## config.mk

```make
export PLATFORM = sky130hd
export DESIGN_NAME = flip_flop_bank_arbiter
export DESIGN_NICKNAME = d
export VERILOG_FILES = /design/src/rtl/flip_flop_bank_arbiter.sv
export SDC_FILE = /design/constraint.sdc
export NUM_CORES = 1
export LEC_CHECK = 0
export CAP_MARGIN = 20
export CORE_MARGIN = 8
export CORE_UTILIZATION = 52
export CTS_CLUSTER_SIZE = 20
export DETAILED_ROUTE_END_ITERATION = 10
export DONT_BUFFER_PORTS = 1
export GPL_TIMING_DRIVEN = 0
export PLACE_DENSITY = 0.7
export SYNTH_ARGS = -nofsm -noshare
export SYNTH_HDL_FRONTEND = slang
export SYNTH_SLANG_ARGS = --single-unit
```

## constraint.sdc

```tcl
create_clock -name clk -period 1.28 [get_ports clk]
set_input_delay 0.192 -clock clk [delete_from_list [all_inputs] [get_ports clk]]
set_output_delay 0.192 -clock clk [all_outputs]
set_load 0.02 [all_outputs]
```

## src/rtl/flip_flop_bank_arbiter.sv

```systemverilog
// -----------------------------------------------------------------------------
// flip_flop_bank_arbiter
//
// Round-robin arbiter and load controller for one shared WIDTH-bit bank of
// D flip-flops. Up to four requesters compete for the bank; the granted
// requester's data is clocked into the bank on every edge it keeps its
// request asserted. q is the only path out of the bank.
//
// Parameters
//   N_REQ      number of requesters (2..4)
//   WIDTH      width of the shared flip-flop bank
//   MAX_BURST  consecutive loads before forced rotation (burst limit only)
//
// Ports
//   clk      in   rising-edge clock
//   reset_L  in   asynchronous active-low reset
//   req      in   level request per requester
//   d_in     in   flattened data, requester i at d_in[i*WIDTH +: WIDTH]
//   gnt      out  registered one-hot grant, all-zero when idle
//   owner    out  index of the current grant holder, held while idle
//   q        out  shared flip-flop bank contents
//   q_valid  out  high for the cycle following each load edge
//
// Build option
//   DFF_ARB_BURST_LIMIT_EN  when defined, the owner is forced to hand the
//                           grant to another requester after MAX_BURST loads.
// -----------------------------------------------------------------------------
module flip_flop_bank_arbiter #(
    parameter int N_REQ     = 4,
    parameter int WIDTH     = 8,
    parameter int MAX_BURST = 4
) (
    input  logic                     clk,
    input  logic                     reset_L,
    input  logic [N_REQ-1:0]         req,
    input  logic [N_REQ*WIDTH-1:0]   d_in,
    output logic [N_REQ-1:0]         gnt,
    output logic [1:0]               owner,
    output logic [WIDTH-1:0]         q,
    output logic                     q_valid
);

    localparam int CW = $clog2(MAX_BURST + 1);

    typedef enum logic {
        IDLE = 1'b0,
        BUSY = 1'b1
    } state_t;

    state_t             r_state, w_state_nxt;
    logic [N_REQ-1:0]   r_gnt, w_gnt_nxt;
    logic [1:0]         r_owner, w_owner_nxt;
    logic [1:0]         r_last, w_last_nxt;
    logic [CW-1:0]      r_burst, w_burst_nxt;
    logic [WIDTH-1:0]   r_q, w_q_nxt;
    logic               r_q_valid, w_q_valid_nxt;

    logic               w_owner_req;
    logic [WIDTH-1:0]   w_owner_data;
    logic [N_REQ-1:0]   w_pick_all;
`ifdef DFF_ARB_BURST_LIMIT_EN
    logic [N_REQ-1:0]   w_pick_others;
`endif

    // First set candidate scanning last+1, last+2, ... (modulo N_REQ),
    // returned one-hot. The inner loop keeps every bit select constant.
    function automatic logic [N_REQ-1:0] rr_pick(input logic [N_REQ-1:0] cand,
                                                 input logic [1:0]       last);
        logic [N_REQ-1:0] onehot;
        logic             found;
        onehot = '0;
        found  = 1'b0;
        for (int off = 1; off <= N_REQ; off++) begin
            for (int i = 0; i < N_REQ; i++) begin
                if (!found && cand[i] && (i == (int'(last) + off) % N_REQ)) begin
                    onehot[i] = 1'b1;
                    found     = 1'b1;
                end
            end
        end
        return onehot;
    endfunction

    function automatic logic [1:0] to_index(input logic [N_REQ-1:0] onehot);
        logic [1:0] idx;
        idx = '0;
        for (int i = 0; i < N_REQ; i++) begin
            if (onehot[i]) idx = 2'(i);
        end
        return idx;
    endfunction

    // In BUSY the grant vector is one-hot on the owner, so it doubles as the
    // select for the owner's request bit and data lane.
    always_comb begin
        w_owner_req  = |(req & r_gnt);
        w_owner_data = '0;
        for (int i = 0; i < N_REQ; i++) begin
            if (r_gnt[i]) w_owner_data = d_in[i*WIDTH +: WIDTH];
        end
    end

    assign w_pick_all = rr_pick(req, r_last);
`ifdef DFF_ARB_BURST_LIMIT_EN
    // Owner equals last while busy, so masking the owner leaves only others.
    assign w_pick_others = rr_pick(req & ~r_gnt, r_last);
`endif

    always_comb begin
        // NOTE: every next-state signal gets a default first so no path through
        // the case below leaves one unassigned, which would infer a latch.
        w_state_nxt   = r_state;
        w_gnt_nxt     = r_gnt;
        w_owner_nxt   = r_owner;
        w_last_nxt    = r_last;
        w_burst_nxt   = r_burst;
        w_q_nxt       = r_q;
        w_q_valid_nxt = 1'b0;

        case (r_state)
            IDLE: begin
                if (|req) begin
                    w_gnt_nxt   = w_pick_all;
                    w_owner_nxt = to_index(w_pick_all);
                    w_last_nxt  = to_index(w_pick_all);
                    w_burst_nxt = '0;
                    w_state_nxt = BUSY;
                end else begin
                    w_gnt_nxt = '0;
                end
            end

            BUSY: begin
                if (w_owner_req) begin
                    w_q_nxt       = w_owner_data;
                    w_q_valid_nxt = 1'b1;
                    if (r_burst != CW'(MAX_BURST)) begin
                        w_burst_nxt = r_burst + CW'(1);
                    end
`ifdef DFF_ARB_BURST_LIMIT_EN
                    // This edge performs load number MAX_BURST of the burst.
                    if (r_burst == CW'(MAX_BURST - 1)) begin
                        w_burst_nxt = '0;
                        if (|w_pick_others) begin
                            w_gnt_nxt   = w_pick_others;
                            w_owner_nxt = to_index(w_pick_others);
                            w_last_nxt  = to_index(w_pick_others);
                        end
                    end
`endif
                end else if (|req) begin
                    // Owner released: hand over on the same edge, no bubble.
                    w_gnt_nxt   = w_pick_all;
                    w_owner_nxt = to_index(w_pick_all);
                    w_last_nxt  = to_index(w_pick_all);
                    w_burst_nxt = '0;
                end else begin
                    w_gnt_nxt   = '0;
                    w_state_nxt = IDLE;
                end
            end

            default: begin
                w_gnt_nxt   = '0;
                w_state_nxt = IDLE;
            end
        endcase
    end

    // NOTE: sequential state uses non-blocking assignments so every register
    // samples pre-edge values regardless of statement order.
    always_ff @(posedge clk or negedge reset_L) begin
        if (!reset_L) begin
            r_state   <= IDLE;
            r_gnt     <= '0;
            r_owner   <= '0;
            r_last    <= 2'(N_REQ - 1);
            r_burst   <= '0;
            r_q       <= '0;
            r_q_valid <= 1'b0;
        end else begin
            r_state   <= w_state_nxt;
            r_gnt     <= w_gnt_nxt;
            r_owner   <= w_owner_nxt;
            r_last    <= w_last_nxt;
            r_burst   <= w_burst_nxt;
            r_q       <= w_q_nxt;
            r_q_valid <= w_q_valid_nxt;
        end
    end

    assign gnt     = r_gnt;
    assign owner   = r_owner;
    assign q       = r_q;
    assign q_valid = r_q_valid;

endmodule

```

======== Word-level counts from Yosys, hierarchy flattened ========
Cells that the tools add are included.
word-level totals
  flip-flop bits (word level) ............. 18
  bits of input ports ..................... 38
  output and inout bits ................... 15
  logic and storage cells ................. 137
cells by class
  add/subtract/negate cells ............... 4
  equal/unequal tests ..................... 13
  multiplexer cells ....................... 51
  bitwise operators ....................... 6
  reduce and logical (&&, ||, !) cells .... 57
operator list
  operator               count
  $logic_not A32 Y1      4
  $mux W1                35
  $mux W8                4
  $logic_and A1 B1 Y1    31
  $eq A3 B3 Y1 const A   8
  $logic_not A1 Y1       15
  $eq A2 B3 Y1 const A   4
  $mux W2                6
  $mux W4                2
  $pmux W2 S2            2
  $pmux W4 S2            1
  $reduce_or A2 Y1       4
  $reduce_or A4 Y1       2
  $add A2 B1 Y2 const B  2
  $add A2 B2 Y2 const B  2
  $and A1 B1 Y1 const A  4
  $and A4 B4 Y4          1
  $ne A2 B2 Y1 const B   1
  $pmux W1 S2            1
  $reduce_and A2 Y1      1
  $not A1 Y1             1

======== Longest topological paths before layout ========
Gate-level depths: netlist (run 1).
  depth after elaboration ................. 70
  mapped depth ............................ 6
  depth with buffers taken out ............ 4

======== Worst setup path after synthesis (run 1) ========
No wires, ideal clock.
  path kind ............................... reg-to-reg
  start ................................... register r_gnt[3] (netlist: gnt[3])
  end ..................................... register r_owner[0] (netlist: owner[0])
  setup time .............................. 0.136 ns
  arrival time ............................ 1.277 ns
  required time ........................... 1.144 ns
  slack ................................... -0.133 ns
  stages on the path, launching flop included .. 6
  buffers on the path ..................... 1
  clock period less this slack ............ 1.413 ns
  cell sequence ........................... dfrtp_1 -> buf_4 -> a22oi_2 -> a21boi_4 -> a221oi_2 -> a2bb2oi_1
on the way
  cells in the longest elaborated chain, start to end .. 3
RTL lines
  item                      RTL line  text
  start: declaration        51        logic [N_REQ-1:0] r_gnt, w_gnt_nxt;
  start signal: assignment  183       r_gnt <= w_gnt_nxt;
  $and A4 B4 Y4             96        w_owner_req = |(req & r_gnt);
  $reduce_or A4 Y1          96
  $ne A2 B2 Y1 (no line)    n/a
  end signal: assignment    184       r_owner <= w_owner_nxt;
  end: declaration          52        logic [1:0] r_owner, w_owner_nxt;
No other way between the ends.
A chain may end at the register's enable or synchronous reset.

======== Worst setup path after layout (run 1) ========
  start ................................... register r_gnt[2] (netlist: gnt[2])
  end ..................................... register r_owner[0] (netlist: owner[0])
Same word-level chain as after synthesis.

==> results of run 1 <==
[stage by stage]
stage / worst slack, ps / setup TNS (ps) / instances
final: -179 / -2100 / 151
after global routing: -270 / -3510 / 151
after CTS: -168 / -1950 / 151
after detailed placement: -223 / -2550 / 141
after global placement: -222 / -2410 / 141
after floorplan: -84.8 / -352 / 114
[area by class of cell]
class	instances	area share, %
plain buffers	7	4.84
well taps	27	2.62
repair buffers	7	4.55
flip-flops and latches	18	35.5
multi-input cells	77	47.3
inverters	11	3.20
clock buffers	4	2.03
[cells by family after synthesis]
family / count (synthesis)
and+or+nand+nor: 28
AOI/OAI and AO/OA: 49
buffers and inverters: 19
DFF: 18
[state kept, by name (all words and copies together), names as in the netlist]
register	flops
r_state	1
gnt	4
owner	2
r_last	2
q_valid	1
q	8
[per-layer routing]
layer | GRT usage, % | vias up | wire, um
li1 | - | 442 | -
met1 | 22.5 | 461 | 1340
met2 | 27.8 | 45 | 1530
met3 | 6.89 | 4 | 348
met4 | 6.82 | 0 | 39
met5 | 0 | - | 0
[what timing repair did]
item | 4_1_cts | 5_1_grt
hold buffers | 1 | 0
pin swaps | 6 | 1
setup buffers | 4 | 1
resized for setup | 12 | 6
setup endpoints to repair | 17 | 17
hold endpoints to repair | 18 | 0
gates cloned | 1 | 0
[power by group through the flow]
stage / clock, mW / combinational (mW) / sequential, mW
3_3_place_gp: 0 / 1.78 / 1.45
3_5_place_dp: 0 / 1.83 / 1.46
6_report: 0.303 / 2.21 / 1.49
4_1_cts: 0.307 / 2.10 / 1.45
5_1_grt: 0.333 / 2.42 / 1.54
2_1_floorplan: 0 / 1.53 / 1.37
[worst min-delay path by stage]
| stage | slack, ps | to | depth (start not counted) | startpoint |
|---|---|---|---|---|
| 2_1_floorplan | -100 | gnt[0] | 0 | reset_L |
| 3_5_place_dp | -100 | gnt[0] | 0 | reset_L |
| 3_3_place_gp | -100 | gnt[0] | 0 | reset_L |
| 4_1_cts | 10 | gnt[3] | 2 | req[3] |
| 6_report | 10 | gnt[3] | 2 | req[3] |
| 5_1_grt | 4 | gnt[3] | 2 | req[3] |
[cells in the mapped netlist (2+ instances only)]
cell type,n,area [um^2]
dfrtp_1,16,400
clkbuf_1,3,11.3
nand2_1,13,48.8
buf_6,3,33.8
o21ai_0,4,20.0
o21ai_1,2,10.0
nor2_1,9,33.8
a31oi_1,4,25.0
a2bb2oi_1,4,35.0
a31oi_2,3,37.5
o221ai_1,2,17.5
a21oi_1,6,30.0
dfstp_2,2,52.6
a221oi_1,7,61.3
inv_1,11,41.3
a22oi_2,2,25.0
a211o_1,7,61.3
nor2_2,3,18.8
[worst max-delay path, stage by stage (launching register included)]
cell and delay (ps):
dfrtp_2 480, buf_6 140, a22oi_2 190, a21boi_4 130, a221oi_4 300, a2bb2oi_2 90
==> impl_metrics.tcl, run 1 <==
set metrics [dict create \
    drv_slew 0 \
    die_h_um 61.7 \
    fmax_ghz 0.685 \
    utilization_pct 65.8 \
    drive_above_1_share_pct 37.1 \
    max-slew-margin-rel_pct 45.3 \
    rr_endpoint "owner[0]" \
    synth_fa_ha_area_share_pct 0 \
    synth-seq-cells 18 \
    synth_flop_cell "dfrtp_1" \
    finalSetupViolations 17 \
    reg2reg_slack_ps -180 \
    maxCapViolations 0 \
    hold_violations 0 \
    synth_cell_types 31 \
    antenna_cells 0 \
    p_int_mw 2.10 \
    vias 952 \
    synth-edff-count 0 \
    p_sw_share_pct 47.6 \
    cts_max_level 1 \
    routed_via_density 6.30 \
    antenna_left 0 \
    grt_pass1_vias 1023 \
    period_needed_ps 1460 \
    sequentialPowerShare_pct 37.3 \
    total_power_mw 4.00 \
    vdd_drop_max_v 0.00148 \
    wl_per_cell_um 21.5 \
    synthCells 114 \
    gp_congestion 0.778 \
    start_util_pct 55.3 \
    die-area_mm2 0.00380 \
    syn2layout_area_growth_pct 19.0 \
    rows 16 \
    status "finished with violations" \
    seq_area_um2 458 \
    drc 0 \
    numPortBuffers 0 \
    crit_type "register to register" \
    grt_overflow 0 \
    dpl_cell_area_mm2 0.00114 \
    numCtsBuffers 3 \
    cts_sinks 18 \
    synth.avg_cell_area_um2 9.52 \
    reg2reg_depth 5 \
    synth_warnings 0 \
    cp-start-kind "register" \
    setup_ws_ps -179 \
    crit_end "owner[0]" \
    async_flop_share_pct 100 \
    num-nets-final 163 \
    synth-compound-area-share_pct 37.9 \
    die_w_um 61.7 \
    grt_use_total_pct 18.2 \
    critPathArrivalTime_ps 1630 \
    routed_wl_um 3250 \
    path_max_fanout 7 \
    multi_input_area_um2 611 \
    p_per_area_mw_per_mm2 3100 \
    critPathLaunch "gnt[2]" \
    ys_seq_area_share_pct 41.8 \
    p_comb_share_pct 55.2 \
    power_switching_mw 1.91 \
    final_cell_area_mm2 0.00129 \
    hp-class "input port to register" \
    grt_max_degree 19 \
    core_area_mm2 0.00196 \
    rsz0062_at_grt "yes" \
    cts_tree "yes" \
    grt_pass1_wl_um 5060 \
    clkTransAtPathRegs_ps 110 \
    worstPathRequired_ps 1450 \
    first_pass_iters 4 \
    final_cell_mix "nand2_1 (12), dfrtp_1 (12), inv_1 (11)" \
    clock-skew-final_ps 12.0 \
    first_iter_violations 39 \
    reg2reg_from "gnt[2]" \
    synth_xor_area_share_pct 0 \
    yosys.area_share.simple_pct 11.2 \
    syn_nets 152 \
    grt_antenna_before_repair 0 \
    dpl.hpwl_um 2290 \
    leakagePower_nw 0.523 \
    synth_top_family_by_area "compound AO/OA/AOI/OAI gates" \
    hold_slack_ps 14.1 \
    p_clk_share_pct 7.6 \
    clk_path_buf_depth 2 \
    muxShareOfSynthArea_pct 0 \
    timing.final.crit_share_pct 114 \
    ioPinCount 53 \
    clk_latency_ps 300 \
    violations "setup timing" \
    worstMarginPinSlew_ps 817 \
    end_kind "register" \
    syn_area_mm2 0.00108 \
    root_buffer "clkbuf_4" \
    fillers 190 \
]
Note: power is estimated with default switching activity, not from simulation.
==> run 2: changes to the inputs <==
Settings changed: BUFFER_PORTS_ARGS set to -buffer_cell sky130_fd_sc_hd__buf_4, CORE_UTILIZATION 52 to 41, DONT_BUFFER_PORTS 1 to unset, PLACE_DENSITY 0.7 to 0.75.
==> run 2 against run 1 <==
Effect of this change:
- the run still ends with setup timing left
- die area is 20% higher
- count of clock-buffer cells in the layout is the same
- sequential power fell by 21%
- utilization up 7.5 points
- global-route usage fell by 2.5 points
- first-iteration DRC count grew 41%
- register-to-register slack improved by 60 ps
- critical path type unchanged
- clock power fell by 2%
- setup slack improved by 64 ps
- design area is 42% higher
==> impl_metrics.tcl, run 2 (synthesis gave the netlist of run 1 again) <==
set metrics [dict create \
    timing.final.crit_share_pct 109 \
    vdd_drop_max_v 0.00168 \
    cp-start-kind "register" \
    drv_slew 0 \
    grt_overflow 0 \
    cts_tree "yes" \
    antenna_cells 0 \
    final_cell_area_mm2 0.00183 \
    reg2reg_slack_ps -110 \
    grt_pass1_wl_um 5600 \
    first_pass_iters 4 \
    drc 0 \
    root_buffer "clkbuf_4" \
    total_power_mw 4.96 \
    maxCapViolations 0 \
    rows 18 \
    crit_type "register to register" \
    numPortBuffers 52 \
    dp_slack_ps -176 \
    routed_wl_um 3750 \
    grt_use_total_pct 15.7 \
    status "finished with violations" \
    clkTransAtPathRegs_ps 100 \
    finalSetupViolations 17 \
    cts_sinks 18 \
    hold_slack_ps 162 \
    dpl_cell_area_mm2 0.00153 \
    hp-start "d_in[30]" \
    critPathArrivalTime_ps 1580 \
    worst_hold_path.endpoint "q[6]" \
    tns_ps -1410 \
    clock-skew-final_ps 10.2 \
    gp_congestion 0.812 \
    hp-class "input port to register" \
    antenna_left 0 \
    end_kind "register" \
    violations "setup timing" \
    rr_endpoint "q[3]" \
    rsz0062_at_grt "yes" \
    clk_latency_ps 300 \
    grt_max_degree 19 \
    final_common_cell "buf_4" \
    routed_via_density 5.48 \
    numCtsBuffers 3 \
    ioPinCount 53 \
    p_per_area_mw_per_mm2 2710 \
    cts_max_level 1 \
    start_util_pct 43.4 \
    drive_above_1_share_pct 60.5 \
    wl_per_cell_um 17.4 \
    final_cell_mix "buf_4 (67), nand2_1 (13), dfrtp_1 (12)" \
    leakagePower_nw 0.845 \
    dpl.hpwl_um 2580 \
    fmax_ghz 0.717 \
    vias 1178 \
    syn2layout_area_growth_pct 68.9 \
    hold_violations 0 \
    path_max_fanout 5 \
    core_area_mm2 0.00250 \
    max-slew-margin-rel_pct 71.0 \
    die-area_mm2 0.00455 \
    die_h_um 67.4 \
    num-nets-final 224 \
    reg2reg_depth 6 \
    worstPathRequired_ps 1470 \
    reg2reg_from "gnt[2]" \
    die_w_um 67.4 \
    grt_pass1_vias 1203 \
    largest_reg_flops 8 \
    first_iter_violations 55 \
    grt_antenna_before_repair 0 \
    setup_ws_ps -115 \
    hold_depth 3 \
    clk_path_buf_depth 2 \
    worstMarginPinSlew_ps 434 \
    period_needed_ps 1390 \
]
## run 2: cell types whose count changed in the layout (fill, tap and decap cells not counted), sizes merged
cell    before  now
a21boi       1    2
buf         11   71
## run 2: how the worst max path moves through the flow
stage / cells past startpoint / end / slack [ps] / start
floorplan: 5 / owner[0] / -80 / gnt[2]
global placement: 5 / r_last[1] / -140 / gnt[2]
detailed placement: 5 / r_last[0] / -180 / gnt[2]
CTS: 5 / owner[1] / -120 / gnt[3]
global route: 4 / owner[0] / -190 / gnt[0]
finish: 6 / q[3] / -110 / gnt[2]
## run 2: where the power goes
| group | switching (mW) | internal [mW] | total, mW |
|---|---|---|---|
| sequential | 0.277 | 0.896 | 1.17 |
| combinational | 1.77 | 1.73 | 3.49 |
| clock | 0.175 | 0.121 | 0.296 |
| total | 2.22 | 2.74 | 4.96 |
## run 2: through the flow
step,util [%],std cells
finish,73.3,215
global route,73.3,215
floorplan,-,114
detailed placement,61.2,196
global placement,61.2,196
CTS,68.3,209
## run 2: cell type report
class	instances	area, um^2
Buffer	4	28.8
Timing Repair Buffer	70	533
Inverter	11	41.3
Tap cell	30	37.5
Clock buffer	4	26.3
Fill cell	172	668
Multi-Input combinational cell	78	707
Sequential cell	18	458
## run 2: timing repair
action,4_1_cts,5_1_grt
gates cloned,2,0
hold buffers,1,0
hold endpoints to repair,16,0
setup buffers,9,8
pin swaps,16,10
endpoints found under the setup margin,16,17
gates resized for setup,17,16
## run 2: critical path: stages (launching register included)
cell and delay, ps:
dfrtp_2 440, a22oi_2 270, a21boi_4 140, buf_4 160
buf_6 130, nor2_4 100, a31oi_4 40
## run 2: layer usage
metal | global-route usage [%] | wire (um) | vias up
li1 | - | - | 565
met1 | 17.8 | 1440 | 560
met2 | 28.2 | 1910 | 44
met3 | 4.64 | 326 | 9
met4 | 3.66 | 68 | 0
met5 | 0 | 0 | -
==> run 3: changes to the inputs <==
Settings changed: ABC_AREA set to 1, CORE_UTILIZATION 41 to 43, PLACE_DENSITY 0.75 to 0.76.
==> run 3 against run 2 <==
Effect of this change:
- the run still ends with setup timing left
- first-iteration DRC count rose by 64%
- critical path type unchanged
- sequential share of layout area shrank 2.5 points
- setup slack got worse by 610 ps
==> impl_metrics.tcl, run 3 <==
set metrics [dict create \
    routed_wl_um 4610 \
    crit_type "register to register" \
    die_h_um 69.9 \
    fillers 228 \
    rr_endpoint "gnt[1]" \
    dpl_cell_area_mm2 0.00171 \
    final_common_cell "buf_4" \
    gp_congestion 0.880 \
    syn_nets 207 \
    root_buffer "clkbuf_4" \
    synth_area_leaders "dfrtp_1 (32%), nand2_1 (13%), nand3_1 (7.6%), a21oi_1 (7.2%), o21ai_0 (5.2%)" \
    synthTopCellsByCount "nand2_1 (42), nand3_1 (19), a21oi_1 (18), dfrtp_1 (16), o21ai_0 (13)" \
    setup_ws_ps -724 \
    max-slew-margin-rel_pct 68.9 \
    violations "setup timing" \
    clk_path_buf_depth 2 \
    maxCapViolations 0 \
    hold_violations 0 \
    core_area_mm2 0.00276 \
    numCtsBuffers 3 \
    grt_overflow 0 \
    cts_tree "yes" \
    yosys.area.top_type_share_pct 32.1 \
    reg2reg_slack_ps -720 \
    ioPinCount 53 \
    end_kind "register" \
    leakagePower_nw 1.02 \
    largest_reg_flops 8 \
    first_pass_iters 4 \
    multi_input_area_um2 752 \
    finalSetupViolations 16 \
    final_cell_mix "buf_4 (70), nand2_1 (39), nand3_1 (17)" \
    first_iter_violations 90 \
    synth-edff-count 0 \
    start_util_pct 45.3 \
    rows 19 \
    synth_flop_cell "dfrtp_1" \
    grt_use_met3_pct 4.94 \
    synth-seq-cells 18 \
    grt_use_total_pct 18.1 \
    syn2layout_area_growth_pct 61.3 \
    post-synth-top-count-cell "nand2_1" \
    worstMarginPinSlew_ps 467 \
    crit_end "gnt[1]" \
    grt_max_degree 19 \
    critPathArrivalTime_ps 2240 \
    seq_area_um2 453 \
    fmax_ghz 0.499 \
    dpl.hpwl_um 3080 \
    syn_area_mm2 0.00125 \
    cp-start-kind "register" \
    p_per_area_mw_per_mm2 2470 \
    ys_seq_area_share_pct 36.3 \
    hp-class "input port to register" \
    vias 1509 \
    status "finished with violations" \
    grt_antenna_before_repair 0 \
    grtUsageMet2_pct 30.9 \
    antenna_left 0 \
    synthCells 169 \
    busiest_layer "met2" \
    wl_per_cell_um 16.6 \
    path_max_fanout 6 \
    grt_pass1_vias 1595 \
    clock-skew-final_ps 8.10 \
    numPortBuffers 52 \
    grtUsageMet1_pct 20.8 \
    synth_warnings 0 \
    drv_slew 0 \
    drive_above_1_share_pct 46.6 \
    grt_pass1_wl_um 7450 \
    synth.avg_cell_area_um2 7.39 \
    die-area_mm2 0.00488 \
    critPathLaunch "r_last[0]" \
    die_w_um 69.9 \
    reg2reg_depth 13 \
    vdd_drop_max_v 0.00187 \
    num-nets-final 286 \
    drc 0 \
    synth_cell_types 29 \
    routed_via_density 5.43 \
    reg2reg_from "r_last[0]" \
    rsz0062_at_grt "yes" \
    synth_top_cell_by_area "dfrtp_1" \
    cts_sinks 18 \
    timing.final.crit_share_pct 157 \
    tns_ps -6370 \
    async_flop_share_pct 100 \
    clkTransAtPathRegs_ps 110 \
    antenna_cells 0 \
    cts_max_level 1 \
    worstPathRequired_ps 1520 \
    period_needed_ps 2000 \
    final_cell_area_mm2 0.00201 \
    clk_latency_ps 310 \
]
==> run 3: through the flow <==
step	utilization [%]	power [mW]	cells	setup WS [ps]	hold WS, ps
global placement	61.9	3.68	252	-589	67.9
CTS	71.2	4.76	276	-687	89.3
finish	73.0	4.98	278	-724	75.3
detailed placement	61.9	3.77	252	-700	76.1
floorplan	-	2.92	169	-455	-104
global route	73.0	5.32	278	-832	94.4
==> run 3: cell families after synthesis <==
kind of cell	after synthesis	synth area share (%)
flops	18	36.3
simple gates	85	36.7
compound gates	43	18.0
buf+inv	23	9.02
==> run 3: critical path, cell delays in order, from the launching register on <==
cell and delay [ps]:
dfstp_2 540, buf_6 130, nor2_4 50, nand2_4 70, nand3_4 70, nor2_4 110, nand4_4 100, nor2_4 170
nand4_4 120, nor2_4 150, nand2_1 80, o21bai_1 140, nand2_1 120, o21ai_1 100
==> run 3: where the power goes <==
part           switching (mW)  leakage [nW]  internal, mW
Combinational            2.00         0.785          1.61
Sequential              0.152         0.219         0.849
Clock                   0.197        0.0210         0.174
Total                    2.35          1.02          2.63
==> run 3: how the worst min path moves through the flow <==
stage | startpoint | end | slack (ps) | cells after the start
2_1_floorplan | reset_L | gnt[0] | -100 | 0
3_3_place_gp | reset_L | q[6] | 70 | 1
3_5_place_dp | reset_L | q[1] | 80 | 1
4_1_cts | d_in[31] | q[7] | 90 | 3
5_1_grt | d_in[30] | q[6] | 90 | 3
6_report | d_in[26] | q[2] | 80 | 3
==> run 3: layout make-up <==
| class | count | area share, % |
|---|---|---|
| Buffer | 7 | 3.79 |
| Clock buffer | 4 | 1.80 |
| Inverter | 16 | 4.41 |
| Multi-Input combinational cell | 128 | 37.3 |
| Sequential cell | 18 | 22.5 |
| Tap cell | 31 | 1.93 |
| Timing Repair Buffer | 74 | 28.3 |
==> run 3: timing repair <==
action,CTS,global route
gates cloned,2,0
hold endpoints to repair,18,0
endpoints found under the setup margin,17,17
pin swaps,6,5
hold buffers,1,0
resized for setup,28,7
buffers inserted,17,2
==> run 3: per-layer routing <==
| metal | routed length [um] | share of wire [%] | vias to the layer above |
|---|---|---|---|
| met5 | 0 | 0 | - |
| met4 | 149 | 3.2 | 0 |
| met3 | 319 | 6.9 | 17 |
| met2 | 2290 | 50 | 69 |
| met1 | 1850 | 40 | 690 |
| li1 | - | - | 733 |
